==> src/rtl/dmem_lsu_pkg.sv <==
// Shared types for the data-memory load/store unit: the 64-bit word type plus
// the access-size, strobe and FSM state encodings, and the size/offset helpers.
package common;
    typedef logic [63:0] word_t;
endpackage

package pipes;
    typedef enum logic [1:0] {
        MSIZE1 = 2'd0,
        MSIZE2 = 2'd1,
        MSIZE4 = 2'd2,
        MSIZE8 = 2'd3
    } msize_t;

    typedef logic [7:0] strobe_t;

    typedef logic [1:0] lsu_state_t;
    localparam lsu_state_t LSU_IDLE = 2'd0;
    localparam lsu_state_t LSU_BUS  = 2'd1;
    localparam lsu_state_t LSU_RESP = 2'd2;

    function automatic strobe_t strobe_for(msize_t size, logic [2:0] offset);
        case (size)
            MSIZE1:  return strobe_t'(8'h01) << offset;
            MSIZE2:  return strobe_t'(8'h03) << offset;
            MSIZE4:  return strobe_t'(8'h0F) << offset;
            default: return strobe_t'(8'hFF);
        endcase
    endfunction

    function automatic logic is_misaligned(msize_t size, logic [2:0] offset);
        case (size)
            MSIZE1:  return 1'b0;
            MSIZE2:  return offset[0] != 1'b0;
            MSIZE4:  return offset[1:0] != 2'b00;
            default: return offset != 3'b000;
        endcase
    endfunction
endpackage

==> src/rtl/dmem_lsu_if.sv <==
// Pipeline-side and memory-side signals of the load/store unit; the LSU is the
// master, the MEM stage plus data memory together form the slave side.
interface dmem_lsu_if;
    import common::*;
    import pipes::*;

    logic    req_valid;
    logic    req_ready;
    logic    req_write;
    msize_t  req_size;
    logic    req_unsigned;
    word_t   req_addr;
    word_t   req_wdata;
    logic    resp_valid;
    word_t   resp_rdata;
    logic    resp_error;
    logic    stall;

    logic    mem_valid;
    logic    mem_ready;
    logic    mem_write;
    word_t   mem_addr;
    strobe_t mem_strobe;
    word_t   mem_wdata;
    word_t   mem_rdata;

    modport master (
        input  req_valid, req_write, req_size, req_unsigned, req_addr, req_wdata,
        output req_ready, resp_valid, resp_rdata, resp_error, stall,
        output mem_valid, mem_write, mem_addr, mem_strobe, mem_wdata,
        input  mem_ready, mem_rdata
    );

    modport slave (
        output req_valid, req_write, req_size, req_unsigned, req_addr, req_wdata,
        input  req_ready, resp_valid, resp_rdata, resp_error, stall,
        input  mem_valid, mem_write, mem_addr, mem_strobe, mem_wdata,
        output mem_ready, mem_rdata
    );
endinterface

==> src/rtl/dmem_lsu_extract.sv <==
// Aligns raw 64-bit memory read data to the accessed byte lane and extends it
// to a full word; purely combinational so a cache path can reuse it.
module lsu_extract
    import common::*;
    import pipes::*;
(
    input  msize_t     size,
    input  logic       is_unsigned,
    input  logic [2:0] offset,
    input  word_t      rdata,
    output word_t      result
);
    word_t sh;

    always_comb begin
        sh     = rdata >> {offset, 3'b000};
        result = sh;
        case (size)
            MSIZE1:  result = is_unsigned ? word_t'(sh[7:0])  : {{56{sh[7]}},  sh[7:0]};
            MSIZE2:  result = is_unsigned ? word_t'(sh[15:0]) : {{48{sh[15]}}, sh[15:0]};
            MSIZE4:  result = is_unsigned ? word_t'(sh[31:0]) : {{32{sh[31]}}, sh[31:0]};
            default: result = sh;
        endcase
    end
endmodule

==> src/rtl/dmem_lsu.sv <==
// Load/store initiator: accepts one pipeline access, issues one aligned 64-bit
// strobed bus request, and returns extended load data or an error pulse.
module dmem_lsu
    import common::*;
    import pipes::*;
#(
    parameter int unsigned MAX_WAIT = 255
)
(
    input logic        clk,
    input logic        rst_n,
    dmem_lsu_if.master bus
);
    localparam logic [7:0] WAIT_LIMIT = 8'(MAX_WAIT);

    lsu_state_t state_q, state_d;
    logic [7:0] cnt_q, cnt_d;
    logic       write_q, write_d;
    logic       uns_q, uns_d;
    logic       err_q, err_d;
    msize_t     size_q, size_d;
    word_t      addr_q, addr_d;
    word_t      wdata_q, wdata_d;
    word_t      rdata_q, rdata_d;

    logic       in_idle, in_bus, in_resp;
    logic [2:0] offset;
    word_t      load_data;

    assign in_idle = (state_q == LSU_IDLE);
    assign in_bus  = (state_q == LSU_BUS);
    assign in_resp = (state_q == LSU_RESP);
    assign offset  = addr_q[2:0];

    always_comb begin
        state_d = state_q;
        cnt_d   = cnt_q;
        write_d = write_q;
        uns_d   = uns_q;
        err_d   = err_q;
        size_d  = size_q;
        addr_d  = addr_q;
        wdata_d = wdata_q;
        rdata_d = rdata_q;
        case (state_q)
            LSU_IDLE: begin
                if (bus.req_valid) begin
                    write_d = bus.req_write;
                    size_d  = bus.req_size;
                    uns_d   = bus.req_unsigned;
                    addr_d  = bus.req_addr;
                    wdata_d = bus.req_wdata;
                    cnt_d   = 8'd0;
                    if (is_misaligned(bus.req_size, bus.req_addr[2:0])) begin
                        state_d = LSU_RESP;
                        err_d   = 1'b1;
                    end else begin
                        state_d = LSU_BUS;
                        err_d   = 1'b0;
                    end
                end
            end
            LSU_BUS: begin
                // A ready seen on the final permitted cycle still counts as success.
                if (bus.mem_ready) begin
                    rdata_d = bus.mem_rdata;
                    state_d = LSU_RESP;
                    err_d   = 1'b0;
                end else begin
                    cnt_d = cnt_q + 8'd1;
                    if (cnt_d == WAIT_LIMIT) begin
                        state_d = LSU_RESP;
                        err_d   = 1'b1;
                    end
                end
            end
            LSU_RESP: state_d = LSU_IDLE;
            default:  state_d = LSU_IDLE;
        endcase
    end

    always_ff @(posedge clk or negedge rst_n) begin
        if (!rst_n) begin
            state_q <= LSU_IDLE;
            cnt_q   <= 8'd0;
            write_q <= 1'b0;
            uns_q   <= 1'b0;
            err_q   <= 1'b0;
            size_q  <= MSIZE1;
            addr_q  <= '0;
            wdata_q <= '0;
            rdata_q <= '0;
        end else begin
            state_q <= state_d;
            cnt_q   <= cnt_d;
            write_q <= write_d;
            uns_q   <= uns_d;
            err_q   <= err_d;
            size_q  <= size_d;
            addr_q  <= addr_d;
            wdata_q <= wdata_d;
            rdata_q <= rdata_d;
        end
    end

    lsu_extract u_extract (
        .size        (size_q),
        .is_unsigned (uns_q),
        .offset      (offset),
        .rdata       (rdata_q),
        .result      (load_data)
    );

    // stall is masked by reset so an access held during reset does not freeze the pipe.
    assign bus.req_ready  = in_idle;
    assign bus.stall      = rst_n & ((in_idle & bus.req_valid) | in_bus);
    assign bus.resp_valid = in_resp;
    assign bus.resp_error = in_resp & err_q;
    assign bus.resp_rdata = (in_resp && !err_q && !write_q) ? load_data : '0;

    assign bus.mem_valid  = in_bus;
    assign bus.mem_write  = in_bus & write_q;
    assign bus.mem_addr   = in_bus ? {addr_q[63:3], 3'b000} : '0;
    assign bus.mem_strobe = in_bus ? strobe_for(size_q, offset) : '0;
    assign bus.mem_wdata  = in_bus ? (wdata_q << {offset, 3'b000}) : '0;
endmodule

==> src/flat_wrapper.sv <==
// flat-port wrapper written by rule: the top's interface ports become plain ports
module dmem_lsu_flat import common::*; import pipes::*;
#(
    parameter int unsigned MAX_WAIT = 255
)
  (clk, rst_n, bus_req_valid, bus_req_write, bus_req_size, bus_req_unsigned, bus_req_addr, bus_req_wdata, bus_req_ready, bus_resp_valid, bus_resp_rdata, bus_resp_error, bus_stall, bus_mem_valid, bus_mem_write, bus_mem_addr, bus_mem_strobe, bus_mem_wdata, bus_mem_ready, bus_mem_rdata);
  dmem_lsu_if bus_i ();
  input logic clk;
  input logic rst_n;
  input wire logic [$bits(bus_i.req_valid)-1:0] bus_req_valid;
  input wire logic [$bits(bus_i.req_write)-1:0] bus_req_write;
  input wire logic [$bits(bus_i.req_size)-1:0] bus_req_size;
  input wire logic [$bits(bus_i.req_unsigned)-1:0] bus_req_unsigned;
  input wire logic [$bits(bus_i.req_addr)-1:0] bus_req_addr;
  input wire logic [$bits(bus_i.req_wdata)-1:0] bus_req_wdata;
  output wire logic [$bits(bus_i.req_ready)-1:0] bus_req_ready;
  output wire logic [$bits(bus_i.resp_valid)-1:0] bus_resp_valid;
  output wire logic [$bits(bus_i.resp_rdata)-1:0] bus_resp_rdata;
  output wire logic [$bits(bus_i.resp_error)-1:0] bus_resp_error;
  output wire logic [$bits(bus_i.stall)-1:0] bus_stall;
  output wire logic [$bits(bus_i.mem_valid)-1:0] bus_mem_valid;
  output wire logic [$bits(bus_i.mem_write)-1:0] bus_mem_write;
  output wire logic [$bits(bus_i.mem_addr)-1:0] bus_mem_addr;
  output wire logic [$bits(bus_i.mem_strobe)-1:0] bus_mem_strobe;
  output wire logic [$bits(bus_i.mem_wdata)-1:0] bus_mem_wdata;
  input wire logic [$bits(bus_i.mem_ready)-1:0] bus_mem_ready;
  input wire logic [$bits(bus_i.mem_rdata)-1:0] bus_mem_rdata;
  assign bus_i.req_valid = bus_req_valid;
  assign bus_i.req_write = bus_req_write;
  assign bus_i.req_size = bus_req_size;
  assign bus_i.req_unsigned = bus_req_unsigned;
  assign bus_i.req_addr = bus_req_addr;
  assign bus_i.req_wdata = bus_req_wdata;
  assign bus_req_ready = bus_i.req_ready;
  assign bus_resp_valid = bus_i.resp_valid;
  assign bus_resp_rdata = bus_i.resp_rdata;
  assign bus_resp_error = bus_i.resp_error;
  assign bus_stall = bus_i.stall;
  assign bus_mem_valid = bus_i.mem_valid;
  assign bus_mem_write = bus_i.mem_write;
  assign bus_mem_addr = bus_i.mem_addr;
  assign bus_mem_strobe = bus_i.mem_strobe;
  assign bus_mem_wdata = bus_i.mem_wdata;
  assign bus_i.mem_ready = bus_mem_ready;
  assign bus_i.mem_rdata = bus_mem_rdata;
  dmem_lsu #(.MAX_WAIT(MAX_WAIT)) u_core (.clk(clk), .rst_n(rst_n), .bus(bus_i));
endmodule
==> config.mk <==
export PLATFORM = sky130hd
export DESIGN_NAME = dmem_lsu_flat
export DESIGN_NICKNAME = d
export VERILOG_FILES = /design/src/rtl/dmem_lsu_pkg.sv /design/src/rtl/dmem_lsu_if.sv /design/src/rtl/dmem_lsu_extract.sv /design/src/rtl/dmem_lsu.sv /design/src/flat_wrapper.sv
export SDC_FILE = /design/constraint.sdc
export NUM_CORES = 1
export LEC_CHECK = 0
export CAP_MARGIN = 30
export CORE_MARGIN = 2
export CORE_UTILIZATION = 48
export CTS_CLUSTER_SIZE = 16
export DETAILED_ROUTE_END_ITERATION = 8
export PLACE_DENSITY = 0.82
export SETUP_SLACK_MARGIN = 0.02
export SYNTH_ARGS = -nofsm -noshare
export SYNTH_HDL_FRONTEND = slang
export SYNTH_SLANG_ARGS = --single-unit
==> constraint.sdc <==
create_clock -name clk -period 2.83 [get_ports clk]
set_clock_uncertainty 0.15 [all_clocks]
set_input_delay 0.283 -clock clk [delete_from_list [all_inputs] [get_ports clk]]
set_output_delay 0.283 -clock clk [all_outputs]
set_load 0.05 [all_outputs]
* Word-level counts from Yosys, hierarchy flattened
Index checks and enable logic that the tools add are counted.
** Cells by class
- $add $sub $neg :: 1
- $mul :: 0
- Divide/modulo/power cells :: 0
- Magnitude comparators :: 0
- Equality and inequality tests :: 10
- Shift operators :: 5
- Mux-type cells :: 25
- Bitwise gates (word level) :: 5
- Reductions and logical operators :: 15
** Operators with widths (number)
- $mux 64 :: 6
- $pmux 64 s3 :: 1
- $shl 64x6->64 :: 1
- $shr 64x6->64 :: 1
- $mux 8 :: 3
- $pmux 8 s3 :: 1
- $pmux 8 s2 :: 1
- $add 8x1->8 const B :: 1
- $eq 8x8->1 const B :: 1
- $mux 2 :: 4
- $shl 1x3->8 const A :: 1
- $shl 2x3->8 const A :: 1
- $shl 4x3->8 const A :: 1
- $eq 2x1->1 const B :: 3
- $eq 2x2->1 const B :: 3
- $logic_not 2->1 :: 3
- $mux 1 :: 6
- $reduce_and 2->1 :: 3
- $reduce_and 3->1 :: 2
- $and 1x1->1 :: 4
- $ne 2x2->1 const B :: 2
- $pmux 2 s2 :: 1
- $reduce_bool 2->1 :: 2
- $ne 3x3->1 const B :: 1
- other kinds (6) :: 8
** Storage, ports and cells
- Register bits :: 207
- Bits in latches :: 0
- RAM bits :: 0
- Memory bits (read-only) :: 0
- Output and inout bits :: 206
- Logic and storage cells :: 70
- Memories :: 0

* Longest topological paths before layout
- Depth in word-level cells :: 7
- Mapped depth :: 10
- Mapped depth without buffers :: 6

* Hierarchy
A second synthesis with hierarchy kept.
** Unflattened totals
- Cell total of the unflattened synthesis :: 1204
- Area, all modules :: 13182.6 um^2
** By module, submodules not included
- dmem_lsu :: times used 1, cells an instance 940, area an instance 10882.9 um^2
- lsu_extract :: times used 1, cells an instance 264, area an instance 2299.7 um^2

* Worst setup path after synthesis
No wires, ideal clock.
- Path type :: flip-flop to output port
- Start point :: register u_core.state_q[0]
- End point :: output bus_stall
- Arrival :: 2.797 ns
- Required time :: 2.397 ns
- Path slack :: -0.400 ns
- Cell stages (with the launch flop) :: 5
- Path buffers :: 1
- Cell sequence :: dfrtp_1 nor2_1 nand2_1 clkbuf_1 a21boi_0
** On the way
- Cells in the longest elaborated chain, start to end :: 4
- Elaborated cells between the ends (all ways) :: 5
- Classes of those cells :: eq/ne: 1; bitwise: 3; reduce/logical: 1
** Ends and longest elaborated chain
- start, declared :: RTL line dmem_lsu.sv:16 : lsu_state_t state_q, state_d;
- start signal, assigned :: RTL line dmem_lsu.sv:94 : state_q <= state_d;
- $logic_not 2->1 :: RTL line dmem_lsu.sv:30 : assign in_idle = (state_q == LSU_IDLE);
- named net bus_req_ready :: RTL line flat_wrapper.sv:16 : output wire logic [$bits(bus_i.req_ready)-1:0] bus_req_ready;
- $and 1x1->1 :: RTL line dmem_lsu.sv:116 : assign bus.stall = rst_n & ((in_idle & bus.req_valid) | in_bus);
- $or 1x1->1 :: RTL line dmem_lsu.sv:116
- $and 1x1->1 :: RTL line dmem_lsu.sv:116
- end, declared :: RTL line flat_wrapper.sv:20 : output wire logic [$bits(bus_i.stall)-1:0] bus_stall;
The timed path passes the listed nets, and every way through them passes these cells.

* Worst setup path after layout
- Start point :: register u_core.addr_q[0]
- End point :: output bus_resp_rdata[57]
** On the way
- Cells in the longest elaborated chain, start to end :: 4
- Elaborated cells between the ends (all ways) :: 6
- Classes of those cells :: shift: 1; mux: 5
** Ends and longest elaborated chain
- start, declared :: RTL line dmem_lsu.sv:22 : word_t addr_q, addr_d;
- start signal, assigned :: RTL line dmem_lsu.sv:100 : addr_q <= addr_d;
- $shr 64x6->64 (*) :: RTL line dmem_lsu_extract.sv:16 : sh = rdata >> {offset, 3'b000};
- $mux 64, on equally long branches :: RTL line dmem_lsu_extract.sv:21, dmem_lsu_extract.sv:19, dmem_lsu_extract.sv:20
- $pmux 64 s3 (*) :: RTL line dmem_lsu_extract.sv:18 : case (size)
- $mux 64 (*) :: RTL line dmem_lsu.sv:119 : assign bus.resp_rdata = (in_resp && !err_q && !write_q) ? load_data : '0;
- end, declared :: RTL line flat_wrapper.sv:18 : output wire logic [$bits(bus_i.resp_rdata)-1:0] bus_resp_rdata;
Mark *: on every way between the ends. The rest lies on a longest branch, timed or not.

==> flow_summary.json <==
{
  "outcome": "finished with violations",
  "violations": "setup timing",
  "yosys.area.top_type": "dfrtp_1",
  "fin_crit_sh_pct": 117,
  "setup_ws_ns": -0.474,
  "nets": 1999,
  "drv_cap": 0,
  "area_growth_syn_to_layout_pct": 71.5,
  "powerDensity_mw_per_mm2": 1020,
  "critical_path_class": "reg2out",
  "placed_cell_area_mm2": 0.0184,
  "viasPerCell": 6.33,
  "r2r-end": "u_core.rdata_q[3]",
  "cp_top_family": "compound AO/OA/AOI/OAI gates",
  "synth-main-ff-cell": "dfrtp_1",
  "slowest_stage": "dfrtp_4",
  "syn_inst": 1340,
  "cts_buffers": 24,
  "grt_pass1_vias": 13500,
  "critPathCapture": "bus_resp_rdata[57]",
  "num_rows": 59,
  "ir_drop_mv": 0.673,
  "syn_avg_cell_area_um2": 9.48,
  "ys_warn_count": 0,
  "yosysMostFrequentCell": "nand2_1",
  "grt_overflow": 0,
  "cts_tree": "done",
  "die_y_um": 167,
  "antenna_found_initial": 13,
  "max_freq_mhz": 303,
  "drc": 0,
  "cts.path.max_buffers": 3,
  "synth_edf_count": 0,
  "yosysUniqueCellTypes": 51,
  "cts_max_level": 1,
  "setup_viol": 101,
  "grt_max_degree": 126,
  "crit_start": "u_core.addr_q[0]",
  "clock-sinks": 207,
  "clkTransAtPathRegs_ns": 0.07,
  "slew_headroom_pct": 48.4,
  "die_x_um": 167,
  "rr_worst_depth": 6,
  "grt_first_pass_wirelength_mm": 80.9,
  "route.met3.wl_mm": 6.73,
  "ys_ff_latch": 207,
  "rr_startpoint": "u_core.state_q[1]",
  "core_area_mm2": 0.0261,
  "tightest_slew_ns": 0.774,
  "drt_wl_total_mm": 60.1,
  "dp_hpwl_mm": 35.5,
  "hold_slack_ns": 0.118,
  "cp_cell_sequence": "buf_6 -> mux2_2 -> a32oi_1 -> a21oi_2 -> o31ai_4 -> buf_12 -> buf_16 -> a21bo_1 -> buf_6",
  "hold_class": "in2async",
  "fin_crit_ns": 3.30,
  "routedLengthMet1_mm": 19.8,
  "clock-root-buffer": "clkbuf_16",
  "hold_viol": 0,
  "setup_tns_ns": -25.02,
  "rsz0062_at_grt": "true",
  "rrSetupSlack_ns": 0.44,
  "syn_area_mm2": 0.0127,
  "synth_commonest_cells": "nand2_1, dfrtp_1, mux2_2, o21ai_0, mux2i_1",
  "yosys.area.top_type_share_pct": 40.8,
  "crit_cells": 9,
  "crit_top_cell": "buf_6",
  "layout-drive-gt1-share_pct": 41.8,
  "critPathLaunchType": "register",
  "groute.usage.overall_pct": 37.4,
  "synth_area_leaders": "dfrtp_1, mux2_2, nand2_1",
  "highest_layer": "met5",
  "async_flop_share_pct": 100,
  "clock_latency_ns": 0.53,
  "crit_required_ns": 2.40,
  "firstDrtPassIters": 7,
  "end_kind": "output pin",
  "fin_util_pct": 83.6,
  "die-area_mm2": 0.0278,
  "leakage_nw": 9.46,
  "start_util_pct": 48.8,
  "slew_violations": 0,
  "ant_nets": 0,
  "total_power_w": 0.0223,
  "gp_congestion": 0.951,
  "boundaryPins": 406,
  "io_buffers": 402,
  "wl_met2_mm": 28.7,
  "crit_fanout": 7,
  "vias": 13600,
  "worst-path-buf-inv": 4,
  "wl_per_cell_um": 27.9,
  "critPathMaxStageDelay_ns": 0.50,
  "ys_seq_area_share_pct": 40.8,
  "final_area_mm2": 0.0218,
  "drt_iter0_drc": 1678,
  "worstPathArrival_ns": 2.87
}
-- power by group --
part	internal, W	switching, W	total (W)
clock network	0.00193	0.00137	0.00329
logic	0.00616	0.00719	0.0134
registers	0.00414	0.00148	0.00561
-- worst min path at each step --
stage	from	to	slack, ns	cells past startpoint
2_1_floorplan	rst_n	u_core.addr_q[0]	-0.16	0
3_3_place_gp	rst_n	u_core.addr_q[24]	0.06	1
3_5_place_dp	rst_n	u_core.addr_q[5]	0.06	1
4_1_cts	rst_n	u_core.addr_q[12]	0.06	2
5_1_grt	rst_n	u_core.addr_q[3]	0.11	2
6_report	rst_n	u_core.addr_q[12]	0.12	2
-- timing repair --
action                                 in CTS  in global routing
endpoints found under the hold margin      32                  0
gates resized for setup                   271                173
setup buffers                              36                 23
cloned                                     12                  5
pin swaps                                  34                 46
setup endpoints to repair                 129                133
hold buffers                                1                  0
-- placed cells by master (no fill, tap or decap), types with 7 or more instances in the layout --
cell	netlist	layout
nand2b_1	9	8
mux2_2	152	140
buf_6	2	80
clkdlybuf4s50_1	0	201
nand3_1	9	8
buf_4	6	61
mux4_2	32	32
mux2i_1	92	79
buf_16	0	9
o22a_1	7	7
a21oi_1	45	20
o21ai_1	0	9
o21ai_0	98	32
a22oi_1	15	7
a21oi_4	0	10
nor2b_1	19	9
and3_4	0	8
diode_2	0	11
and3_1	18	10
and2_1	75	71
clkbuf_16	0	29
nand2_1	303	291
nand2_2	0	9
inv_1	9	7
dfrtp_1	207	204
a21oi_2	0	15
mux2_4	1	13
clkbuf_8	0	8
buf_12	0	152
o21ai_2	1	32
ha_1	8	8
nor2_1	89	41
mux2i_2	0	11
o21ai_4	0	26
nor2_4	0	10
a22oi_2	0	8
nor2_2	0	38
buf_8	0	13
nor2b_4	0	7
-- metrics by stage --
step                      setup slack [ns]  std cells
final                               -0.474       2154
after global routing                -0.505       2152
after CTS                           -0.349       2120
after detailed placement            0.0987       2028
after global placement               0.130       2027
after floorplan                    -0.0288       1342
-- cell families after synthesis --
kind of cell,Yosys count,share of synthesized area [%]
mux,277,26.5
fa+ha+maj,8,0.788
flops,207,40.8
buf+inv,113,3.91
other cells,1,0.0295
xor+xnor,4,0.276
simple gates,531,18.3
compound gates,199,9.39
-- layer usage --
metal / vias to the layer above / global-route usage, %
met5: - / 0
met2: 1178 / 64.9
li1: 5524 / -
met4: 6 / 16.8
met1: 6534 / 43.2
met3: 399 / 10.5
-- cell type report --
class,count,area (µm²)
antenna,11,27.5
inverter,10,38.8
clock buffer,35,712
fill,1282,4270
tap,335,419
clock inverter,8,105
multi-input combinational,1022,8200
sequential,207,5190
timing repair buffer,526,7100
-- registers in the layout (all words and copies together) (netlist names) --
signal and count:
u_core.rdata_q 64, u_core.addr_q 64, u_core.size_q 2, u_core.cnt_q 8
u_core.err_q 1, u_core.uns_q 1, u_core.write_q 1, u_core.wdata_q 64
u_core.state_q 2
(Power assumes the default switching activity.)
